==> src/rtl/uart_alu_interface.sv <==
// uart_alu_interface: UART command decoder that loads ALU operands and sends back result and flags.
module uart_alu_interface #(
    parameter int DATA_WIDTH = 8,
    parameter logic [DATA_WIDTH-1:0] CMD_CONFIG = 8'hCD,
    parameter logic [DATA_WIDTH-1:0] CMD_DISPLAY = 8'hD1,
    parameter int TIMEOUT_CYCLES = 1_000_000
) (
    input  logic                  clk,
    input  logic                  reset,
    input  logic [DATA_WIDTH-1:0] rx_data,
    input  logic                  rx_done,
    input  logic                  tx_busy,
    input  logic                  tx_done,
    input  logic [DATA_WIDTH-1:0] alu_result,
    input  logic                  alu_zero,
    input  logic                  alu_overflow,
    output logic [DATA_WIDTH-1:0] alu_a,
    output logic [DATA_WIDTH-1:0] alu_b,
    output logic [5:0]            alu_op,
    output logic [DATA_WIDTH-1:0] tx_data,
    output logic                  tx_start,
    output logic                  busy
);
    localparam logic [2:0] IDLE = 3'd0, GET_A = 3'd1, GET_B = 3'd2, GET_OP = 3'd3,
                           SEND_RES = 3'd4, WAIT_RES = 3'd5, SEND_FLG = 3'd6, WAIT_FLG = 3'd7;
    localparam int CW = $clog2(TIMEOUT_CYCLES + 1);
    logic [2:0] state, state_d;
    logic [CW-1:0] cnt;
    logic [DATA_WIDTH-1:0] a_s, b_s, res_q, flg_q;
    logic timeout, in_get, sending;
    assign timeout = cnt == CW'(TIMEOUT_CYCLES - 1);
    assign in_get = state == GET_A || state == GET_B || state == GET_OP;
    assign sending = (state == SEND_RES || state == SEND_FLG) && !tx_busy;
    always_comb begin
        state_d = state;
        case (state)
            IDLE:     state_d = !rx_done ? IDLE : rx_data == CMD_CONFIG ? GET_A :
                                rx_data == CMD_DISPLAY ? SEND_RES : IDLE;
            GET_A:    state_d = rx_done ? GET_B : timeout ? IDLE : GET_A;
            GET_B:    state_d = rx_done ? GET_OP : timeout ? IDLE : GET_B;
            GET_OP:   state_d = rx_done || timeout ? IDLE : GET_OP;
            SEND_RES: state_d = tx_busy ? SEND_RES : WAIT_RES;
            WAIT_RES: state_d = tx_done ? SEND_FLG : WAIT_RES;
            SEND_FLG: state_d = tx_busy ? SEND_FLG : WAIT_FLG;
            default:  state_d = tx_done ? IDLE : WAIT_FLG;
        endcase
    end
    always_ff @(posedge clk) begin
        if (reset) begin
            state    <= IDLE;
            cnt      <= '0;
            a_s      <= '0;
            b_s      <= '0;
            res_q    <= '0;
            flg_q    <= '0;
            alu_a    <= '0;
            alu_b    <= '0;
            alu_op   <= '0;
            tx_data  <= '0;
            tx_start <= 1'b0;
            busy     <= 1'b0;
        end else begin
            state    <= state_d;
            busy     <= state_d != IDLE;
            tx_start <= sending;
            cnt      <= (!in_get || rx_done || timeout) ? '0 : cnt + 1'b1;
            if (state == IDLE && rx_done && rx_data == CMD_DISPLAY) begin
                res_q <= alu_result;
                flg_q <= {{(DATA_WIDTH-2){1'b0}}, alu_overflow, alu_zero};
            end
            if (state == GET_A && rx_done) a_s <= rx_data;
            if (state == GET_B && rx_done) b_s <= rx_data;
            // an abandoned sequence leaves no stale operands behind
            if (in_get && !rx_done && timeout) begin
                a_s <= '0;
                b_s <= '0;
            end
            if (state == GET_OP && rx_done) begin
                alu_a  <= a_s;
                alu_b  <= b_s;
                alu_op <= rx_data[5:0];
            end
            if (sending) tx_data <= state == SEND_RES ? res_q : flg_q;
        end
    end
endmodule

==> config.mk <==
export PLATFORM = sky130hd
export DESIGN_NAME = uart_alu_interface
export DESIGN_NICKNAME = d
export VERILOG_FILES = /design/src/rtl/uart_alu_interface.sv
export SDC_FILE = /design/constraint.sdc
export NUM_CORES = 1
export LEC_CHECK = 0
export ABC_AREA = 0
export BUFFER_PORTS_ARGS = -buffer_cell sky130_fd_sc_hd__buf_2
export CAP_MARGIN = 25
export CORE_ASPECT_RATIO = 2
export CORE_MARGIN = 5
export CORE_UTILIZATION = 45
export DETAILED_ROUTE_END_ITERATION = 6
export PLACE_DENSITY = 0.73
export SYNTH_ARGS = -nofsm -noshare
export SYNTH_HDL_FRONTEND = slang
export SYNTH_SLANG_ARGS = --single-unit
==> constraint.sdc <==
create_clock -name clk -period 2 [get_ports clk]
set_input_delay 0.4 -clock clk [delete_from_list [all_inputs] [get_ports clk]]
set_output_delay 0.4 -clock clk [all_outputs]
set_load 0.01 [all_outputs]
# Word-level counts from Yosys, hierarchy flattened
# Cells that the tools add are included.
dict set report word_totals {
  register_bits 81
  input_bits 23
  out_inout_bits 32
  word_cells 57
}
dict set report op_classes {
  add_sub_neg 1
  eq_ne 9
  n_mux 14
  n_reduce_logical 21
}
# cell n
set op_table {}
lappend op_table {{one-hot mux 3 bit (7 select lines)} 1}
lappend op_table {{adder 20 x 1 -> 20 bit (second input constant)} 1}
lappend op_table {{equality test 20 bit (second input constant)} 1}
lappend op_table {{equality test 8 bit (second input constant)} 2}
lappend op_table {{two-way mux 3 bit} 4}
lappend op_table {{two-way mux 2 bit} 5}
lappend op_table {{equality test 3 bit (second input constant)} 3}
lappend op_table {{logical AND 1 bit} 8}
lappend op_table {{two-way mux 8 bit} 1}
lappend op_table {{equality test 3 x 2 -> 1 bit (second input constant)} 2}
lappend op_table {{logical OR 1 bit} 6}
lappend op_table {{OR reduction 2 bit} 2}
lappend op_table {{equality test 3 x 1 -> 1 bit (second input constant)} 1}
lappend op_table {{zero test 1 bit} 3}
lappend op_table {{zero test 3 bit} 1}
lappend op_table {{two-way mux 1 bit} 3}
lappend op_table {{nonzero test 3 bit} 1}

# Logic depth before layout (Yosys ltp)
# Gate-level depths: netlist of run 1.
dict set report depth {
  word_depth 7
  depth_mapped 6
  ltp_nobuf 5
}

# Worst setup path before layout of run 1
# OpenSTA, ideal clock, no wires.
dict set report synth_path {
  path_kind {register to register}
  start {register cnt[11]}
  end {register b_s[3]}
  setup_ps 116
  t_arrival_ps 1822
  required_time_ps 1884
  path_slack_ps 62
  stages_incl_launch_ff 6
  n_path_buf 1
  synth_period_minus_slack_ps 1938
  path_cell_list {dfxtp_1 or4b_1 or4_4 o31ai_4 buf_6 a21oi_1}
}
dict set report synth_between {
  elab_chain_len 3
}
# element line
set synth_lines {}
lappend synth_lines {{start: declaration} 28} ;# logic [CW-1:0] cnt;
lappend synth_lines {{start signal: assignment} 66} ;# cnt <= (!in_get || rx_done || timeout) ? '0 : cnt + 1'b1;
lappend synth_lines {{equality test 20 bit} 31} ;# assign timeout = cnt == CW'(TIMEOUT_CYCLES - 1);
lappend synth_lines {{logical AND 1 bit} 74} ;# if (in_get && !rx_done && timeout) begin
lappend synth_lines {{OR reduction 2 bit (no source line)} -}
lappend synth_lines {{end signal: assignment} 72} ;# if (state == GET_B && rx_done) b_s <= rx_data;
lappend synth_lines {{end: declaration} 29} ;# logic [DATA_WIDTH-1:0] a_s, b_s, res_q, flg_q;
# Every way passes these cells.
# A chain may end at the register's enable or synchronous reset.

# Final worst setup path of run 1
dict set report layout_path {
  start {register cnt[14]}
  end {register b_s[7]}
}
# Same word-level chain as after synthesis.

==> flow_summary.json, run 1 <==
{
  "rr_startpoint": "cnt[14]",
  "worst_skew_pair.late_latency_ps": 330,
  "core_area_mm2": 0.006940,
  "place_hpwl_um": 5583,
  "final.setup.tns_ps": 0,
  "post_synth_edffs": 0,
  "worst_slew_margin_rel_pct": 73.05,
  "topRoutingLayerUsed": "met4",
  "static-leakage-power_nw": 1.439,
  "met2_wirelength_um": 4202,
  "dr.first_iter.drc_count": 257,
  "drtPass1Iterations": 7,
  "cts.htree.levels": 3,
  "antenna_cells_inserted": 0,
  "port-buffer-count": 54,
  "ys_types": 44,
  "postRouteWirelength_um": 7523,
  "clkSinkCount": 81,
  "worst-path-stages": 5,
  "num_rows": 43,
  "postSynthCellCount": 380,
  "yosys_warnings": 0,
  "final_nets": 469,
  "min_path_type": "input pin to register",
  "routed-via-count": 2833,
  "cts.reportedPaths.clkPinSlew_ps": 60,
  "max-vdd-ir-drop_v": 0.0004499,
  "final-hold-violation-count": 0,
  "grt_use_total_pct": 17.65,
  "post-synth-top-count-cell": "nand2_1",
  "yosys-top-cells-count": "nand2_1, dfxtp_1, a21oi_1",
  "power_per_cell_area_mw_per_mm2": 811.4,
  "post_synthesis_instance_area_mm2": 0.003198,
  "wl_cell_um": 13.96,
  "remaining_drc_errors": 0,
  "synth-seq-area-share_pct": 50.70,
  "wirelength_met1_um": 2823,
  "worst_reg2reg_setup_slack_ps": 110,
  "max-cap-violations": 0,
  "status": "complete, no violations",
  "path_class": "register to register",
  "antenna_violating_nets_post_route": 0,
  "timing.final.max_slew_violations": 0,
  "dpl-instance-area_mm2": 0.003650,
  "die_width_um": 69.61,
  "crit_path_cell_trace": "or4b_1 -> or4_4 -> o31ai_4 -> buf_12 -> a21oi_1",
  "dominantRegCellSynth": "dfxtp_1",
  "critical_path.n_buffers_inverters": 1,
  "finalNonFillerCells": 539,
  "globalRoute.totalOverflow": 0,
  "grt_setup_unrepaired": "false",
  "synth_nets": 404,
  "placer_congestion": 0.8144,
  "setup.worst_path.end_class": "register",
  "post_synth_main_area_contributors": "dfxtp_1, nand2_1, a21oi_1",
  "numCtsBuffers": 9,
  "critical_path.max_fanout": 16,
  "clk_path_buf_depth": 2,
  "worstReg2RegEnd": "b_s[7]",
  "final_layout_size_suffix_gt1_share_pct": 21.16,
  "tritoncts_clock_tree": "done",
  "postSynthRegisterBits": 81,
  "vias_per_cell": 5.256,
  "grt_pass1_vias": 2819,
  "timing.critical_path.slowest_cell_delay_ps": 460,
  "tightestPinTransition_ps": 399.1,
  "die_h_um": 129.2,
  "setup_viol_count_final": 0,
  "period_minus_slack_ps": 1893,
  "num_io_pins": 55,
  "crit_path_start": "cnt[14]",
  "antenna_found_initial": 0,
  "post-synth-top-area-cell": "dfxtp_1",
  "dp.cells": 523,
  "critPathLaunchType": "register",
  "cell_type_of_the_slowest_stage_on_the_worst_timing_path": "or4_4",
  "die_area_mm2": 0.008995,
  "timing.reg2reg.worst_path_depth": 5,
  "clock-skew-final_ps": 4.586,
  "pin_count_of_the_biggest_net_entering_global_routing": 27,
  "ys_async_sr_fraction_pct": 0,
  "end_point_of_the_critical_path": "b_s[7]",
  "synth_area_per_cell_um2": 8.416,
  "worstPathRequired_ps": 2220,
  "finalCritPeriodShare_pct": 94.63,
  "detailroute.wirelength.met3_um": 358,
  "post-synth-top-area-fraction_pct": 50.70,
  "initial_standard_cell_utilization_of_the_core_pct": 46.08,
  "crit_family": "simple AND/OR/NAND/NOR gates",
  "cts_root_buf": "clkbuf_16",
  "grt_pass1_wl_um": 12620,
  "final_area_mm2": 0.003929,
  "area_growth_syn_to_layout_pct": 22.85,
  "worst-endpoint-arrival_ps": 2110,
  "fmax_mhz": 528.4
}
## final cells by class
class	count	area, um2
Clock inverter	4	28.78
Multi-Input combinational cell	276	1483
Inverter	4	15.01
Fill cell	640	3012
Clock buffer	11	242.7
Timing Repair Buffer	73	425.4
Sequential cell	81	1622
Tap cell	90	112.6
## cells in the final DEF (no fill, tap or decap), types with 3 or more instances in the layout
| cell | instances |
|---|---|
| o21ai_0 | 10 |
| clkbuf_16 | 9 |
| nor2_1 | 40 |
| buf_4 | 18 |
| nand3_1 | 12 |
| a21oi_1 | 46 |
| or3_1 | 7 |
| xnor2_1 | 4 |
| nor4_1 | 3 |
| a22oi_1 | 6 |
| and3_1 | 4 |
| a311oi_1 | 3 |
| inv_1 | 4 |
| buf_2 | 54 |
| xor2_1 | 6 |
| dfxtp_1 | 81 |
| nand2b_1 | 3 |
| nand3b_1 | 4 |
| mux2i_1 | 11 |
| nand2_1 | 84 |
| nand4_1 | 5 |
## worst reg2reg max path: cells and delay by family, from the launching register on
family / cells / cell delay, ps
simple gates: 2 / 900
flops: 1 / 380
compound gates: 2 / 320
buf+inv: 1 / 170
## repair_timing
action / CTS / global route
gates resized for setup: 0 / 5
setup endpoints to repair: 0 / 19
hold buffers: 0 / 0
buffers inserted: 0 / 0
## how the worst min path moves through the flow
| stage | startpoint | to | slack (ps) | cells past startpoint |
|---|---|---|---|---|
| finish | alu_result[1] | res_q[1] | 300 | 3 |
| global route | alu_result[0] | res_q[0] | 320 | 3 |
| CTS | alu_result[1] | res_q[1] | 290 | 3 |
| detailed placement | a_s[7] | alu_a[7] | 440 | 2 |
| global placement | b_s[1] | alu_b[1] | 440 | 2 |
| floorplan | a_s[0] | alu_a[0] | 430 | 2 |
## flip-flops by register name (all words and copies together), names as in the netlist
register	count
b_s	8
flg_q	2
tx_data	8
alu_a	8
tx_start	1
state	3
a_s	8
cnt	20
alu_b	8
busy	1
res_q	8
alu_op	6
## per-stage QoR
stage               utilization, %  hold WS [ps]  power (mW)  worst slack (ps)
detailed placement           52.59         442.7       1.730             80.20
floorplan                        -         432.1       1.684             61.58
global route                 56.61         319.4       3.308             10.48
global placement             52.59         438.1       1.730             116.9
CTS                          56.50         290.4       3.224             86.97
finish                       56.61         301.4       3.188             107.5
## power by group
group	internal, mW	switching [mW]
clock network	0.869	0.624
logic	0.0328	0.0475
registers	1.61	0.000439
## cells by family (layout without fill, tap and decap cells)
kind of cell / after synthesis / in the layout / synth area share, %
AO/OA/AOI/OAI: 73 / 73 / 13.30
flip-flops: 81 / 81 / 50.70
XOR/XNOR: 10 / 10 / 2.739
buffers and inverters: 23 / 92 / 3.130
AND/OR/NAND/NOR: 181 / 181 / 26.29
multiplexers: 11 / 11 / 3.443
adder cells (fa/ha/maj): 1 / 1 / 0.3912
## per-layer routing
metal | global-route usage [%] | up-vias
met4 | 7.336 | 0
met5 | 0 | -
li1 | - | 1434
met3 | 5.590 | 11
met1 | 17.16 | 1336
met2 | 33.90 | 52
Power figures use the tool's default switching activity.
==> run 2, diff against run 1 <==
Settings changed: CTS_BUF_LIST set to sky130_fd_sc_hd__clkbuf_8, TNS_END_PERCENT set to 50.
==> run 2 against run 1 <==
  * Global-route usage is 0.097 points lower
  * Clock power fell by 30%
  * Design area shrank 2.6%
  * Non-clock buffer count is the same
  * Worst setup slack worse by 0.98 ps
  * Largest power group unchanged
==> flow_summary.json, run 2 (same netlist as run 1, synthesis figures left out) <==
{
  "status": "complete, no violations",
  "largest_register_ffs": 20,
  "path_class": "register to register",
  "worst_slew_margin_rel_pct": 72.45,
  "period_minus_slack_ps": 1894,
  "setup.worst_path.end_class": "register",
  "min_path_type": "input pin to register",
  "number_of_inserted_filler_cells_in_the_final_layout": 662,
  "regMostFlops": "cnt",
  "worstReg2RegEnd": "b_s[7]",
  "core_area_mm2": 0.006940,
  "cts_root_buf": "clkbuf_8",
  "grt_setup_unrepaired": "false",
  "max-vdd-ir-drop_v": 0.0004860,
  "mostFrequentLayoutCells": "nand2_1, dfxtp_1, buf_2, a21oi_1, nor2_1",
  "dr.first_iter.drc_count": 186,
  "vias_per_cell": 5.254,
  "wl_cell_um": 13.82,
  "timing.hold.worst_endpoint": "res_q[1]",
  "critPathLaunchType": "register",
  "p_int_mw": 2.120,
  "placer_congestion": 0.8144,
  "initial_standard_cell_utilization_of_the_core_pct": 46.08,
  "timing.final.max_slew_violations": 0,
  "clkSinkCount": 81,
  "antenna_found_initial": 0,
  "cell_type_of_the_slowest_stage_on_the_worst_timing_path": "or4_4",
  "clock-skew-final_ps": 8.905,
  "combinationalPowerShare_pct": 2.9,
  "worst-path-stages": 5,
  "drtPass1Iterations": 6,
  "holdBufCountCts": 0,
  "max-cap-violations": 0,
  "final_layout_size_suffix_gt1_share_pct": 21.16,
  "final_nets": 469,
  "worstPathRequired_ps": 2240,
  "num_io_pins": 55,
  "cts.reportedPaths.clkPinSlew_ps": 80,
  "final.setup.worst_slack_ps": 106.5,
  "grt_pass1_wl_um": 12550,
  "clk_path_buf_depth": 2,
  "power.share.sequential_pct": 59.0,
  "crit_path_cell_trace": "or4b_1 -> or4_4 -> o31ai_4 -> buf_12 -> a21oi_1",
  "timing.reg2reg.worst_path_depth": 5,
  "num_rows": 43,
  "die_width_um": 69.61,
  "antenna_violating_nets_post_route": 0,
  "tritoncts_clock_tree": "done",
  "timing.hold.worst.start": "alu_result[1]",
  "antenna_cells_inserted": 0,
  "critical_path.max_fanout": 16,
  "worst_skew_pair.late_latency_ps": 350,
  "crit_family": "simple AND/OR/NAND/NOR gates",
  "port-buffer-count": 54,
  "power_switching_uw": 610.9,
  "place_hpwl_um": 5583,
  "most_common_library_cell_in_the_layout_ignoring_fill_and_taps": "nand2_1",
  "finalCritPeriodShare_pct": 94.68,
  "rr_startpoint": "cnt[14]",
  "grt_pass1_vias": 2817,
  "postRouteWirelength_um": 7447,
  "power_per_cell_area_mw_per_mm2": 713.5,
  "die_area_mm2": 0.008995,
  "worst-endpoint-arrival_ps": 2130,
  "timing.critical_path.slowest_cell_delay_ps": 460,
  "pwr-share-clk_pct": 38.0,
  "detailedPlace.worstSlack_ps": 80.20,
  "cts.htree.levels": 3,
  "worst_reg2reg_setup_slack_ps": 110,
  "globalRoute.totalOverflow": 0,
  "critical_path.n_buffers_inverters": 1,
  "switching_fraction_pct": 22.37,
  "die_h_um": 129.2,
  "holdPathStages": 3,
  "final.setup.tns_ps": 0,
  "remaining_drc_errors": 0,
  "final-hold-violation-count": 0,
  "tightestPinTransition_ps": 407.9,
  "routed-via-count": 2832,
  "pin_count_of_the_biggest_net_entering_global_routing": 27,
  "area_growth_syn_to_layout_pct": 19.68,
  "numCtsBuffers": 9,
  "setup_viol_count_final": 0,
  "fmax_mhz": 528.1,
  "static-leakage-power_nw": 1.397,
  "grt_use_total_pct": 17.55
}
run 2: cell types whose count changed in the layout (fill, tap and decap cells not counted):
cell,delta
clkbuf_16,-9
clkbuf_8,+9
clkbuf_1,-1
inv_1,+1
run 2: cell type report:
cell class                 instances  area [um2]  share of cell area (%)
tap                               90       112.6                   2.942
inverter                           4       15.01                  0.3923
sequential                        81        1622                   42.37
clock inverter                     5       32.53                  0.8500
timing repair buffer              73       425.4                   11.11
multi-input combinational        276        1483                   38.74
clock buffer                      10       137.6                   3.596
run 2: metal layers:
metal	global-route usage (%)	up-vias	share of wire, %
met1	17.11	1329	37
met5	0	-	0
met3	5.357	6	5.3
li1	-	1434	-
met4	8.239	0	1.2
met2	33.33	63	56
run 2: what timing repair did:
action / 4_1_cts / 5_1_grt
setup endpoints to repair: 0 / 17
setup buffers: 0 / 0
resized for setup: 0 / 5
run 2: worst max-delay path by stage:
stage / from / endpoint / slack (ps)
floorplan: cnt[11] / b_s[3] / 60
global placement: rx_data[2] / res_q[5] / 120
detailed placement: rx_data[2] / res_q[7] / 80
CTS: cnt[14] / cnt[19] / 90
global route: cnt[2] / cnt[19] / 5
finish: cnt[14] / b_s[7] / 110
run 2: tightest hold or removal path: cells and delay by family:
family / cells / cell delay [ps]
mux: 1 / 50
simple gates: 1 / 70
buf+inv: 1 / 70
run 2: through the flow:
step	util [%]	hold slack, ps	power (mW)	cell area [um2]	instances
global placement	52.59	438.1	1.730	3650	523
detailed placement	52.59	442.7	1.730	3650	523
global route	55.15	286.2	2.854	3827	539
finish	55.15	282.3	2.731	3827	539
floorplan	-	432.1	1.684	3198	380
CTS	55.04	254.0	2.776	3820	538
run 2: power groups by stage:
stage	sequential [mW]	combinational [mW]	clock (mW)
2_1_floorplan	1.65	0.0333	0
3_3_place_gp	1.65	0.0799	0
3_5_place_dp	1.65	0.0799	0
4_1_cts	1.61	0.0803	1.08
5_1_grt	1.61	0.0887	1.15
6_report	1.61	0.0801	1.04
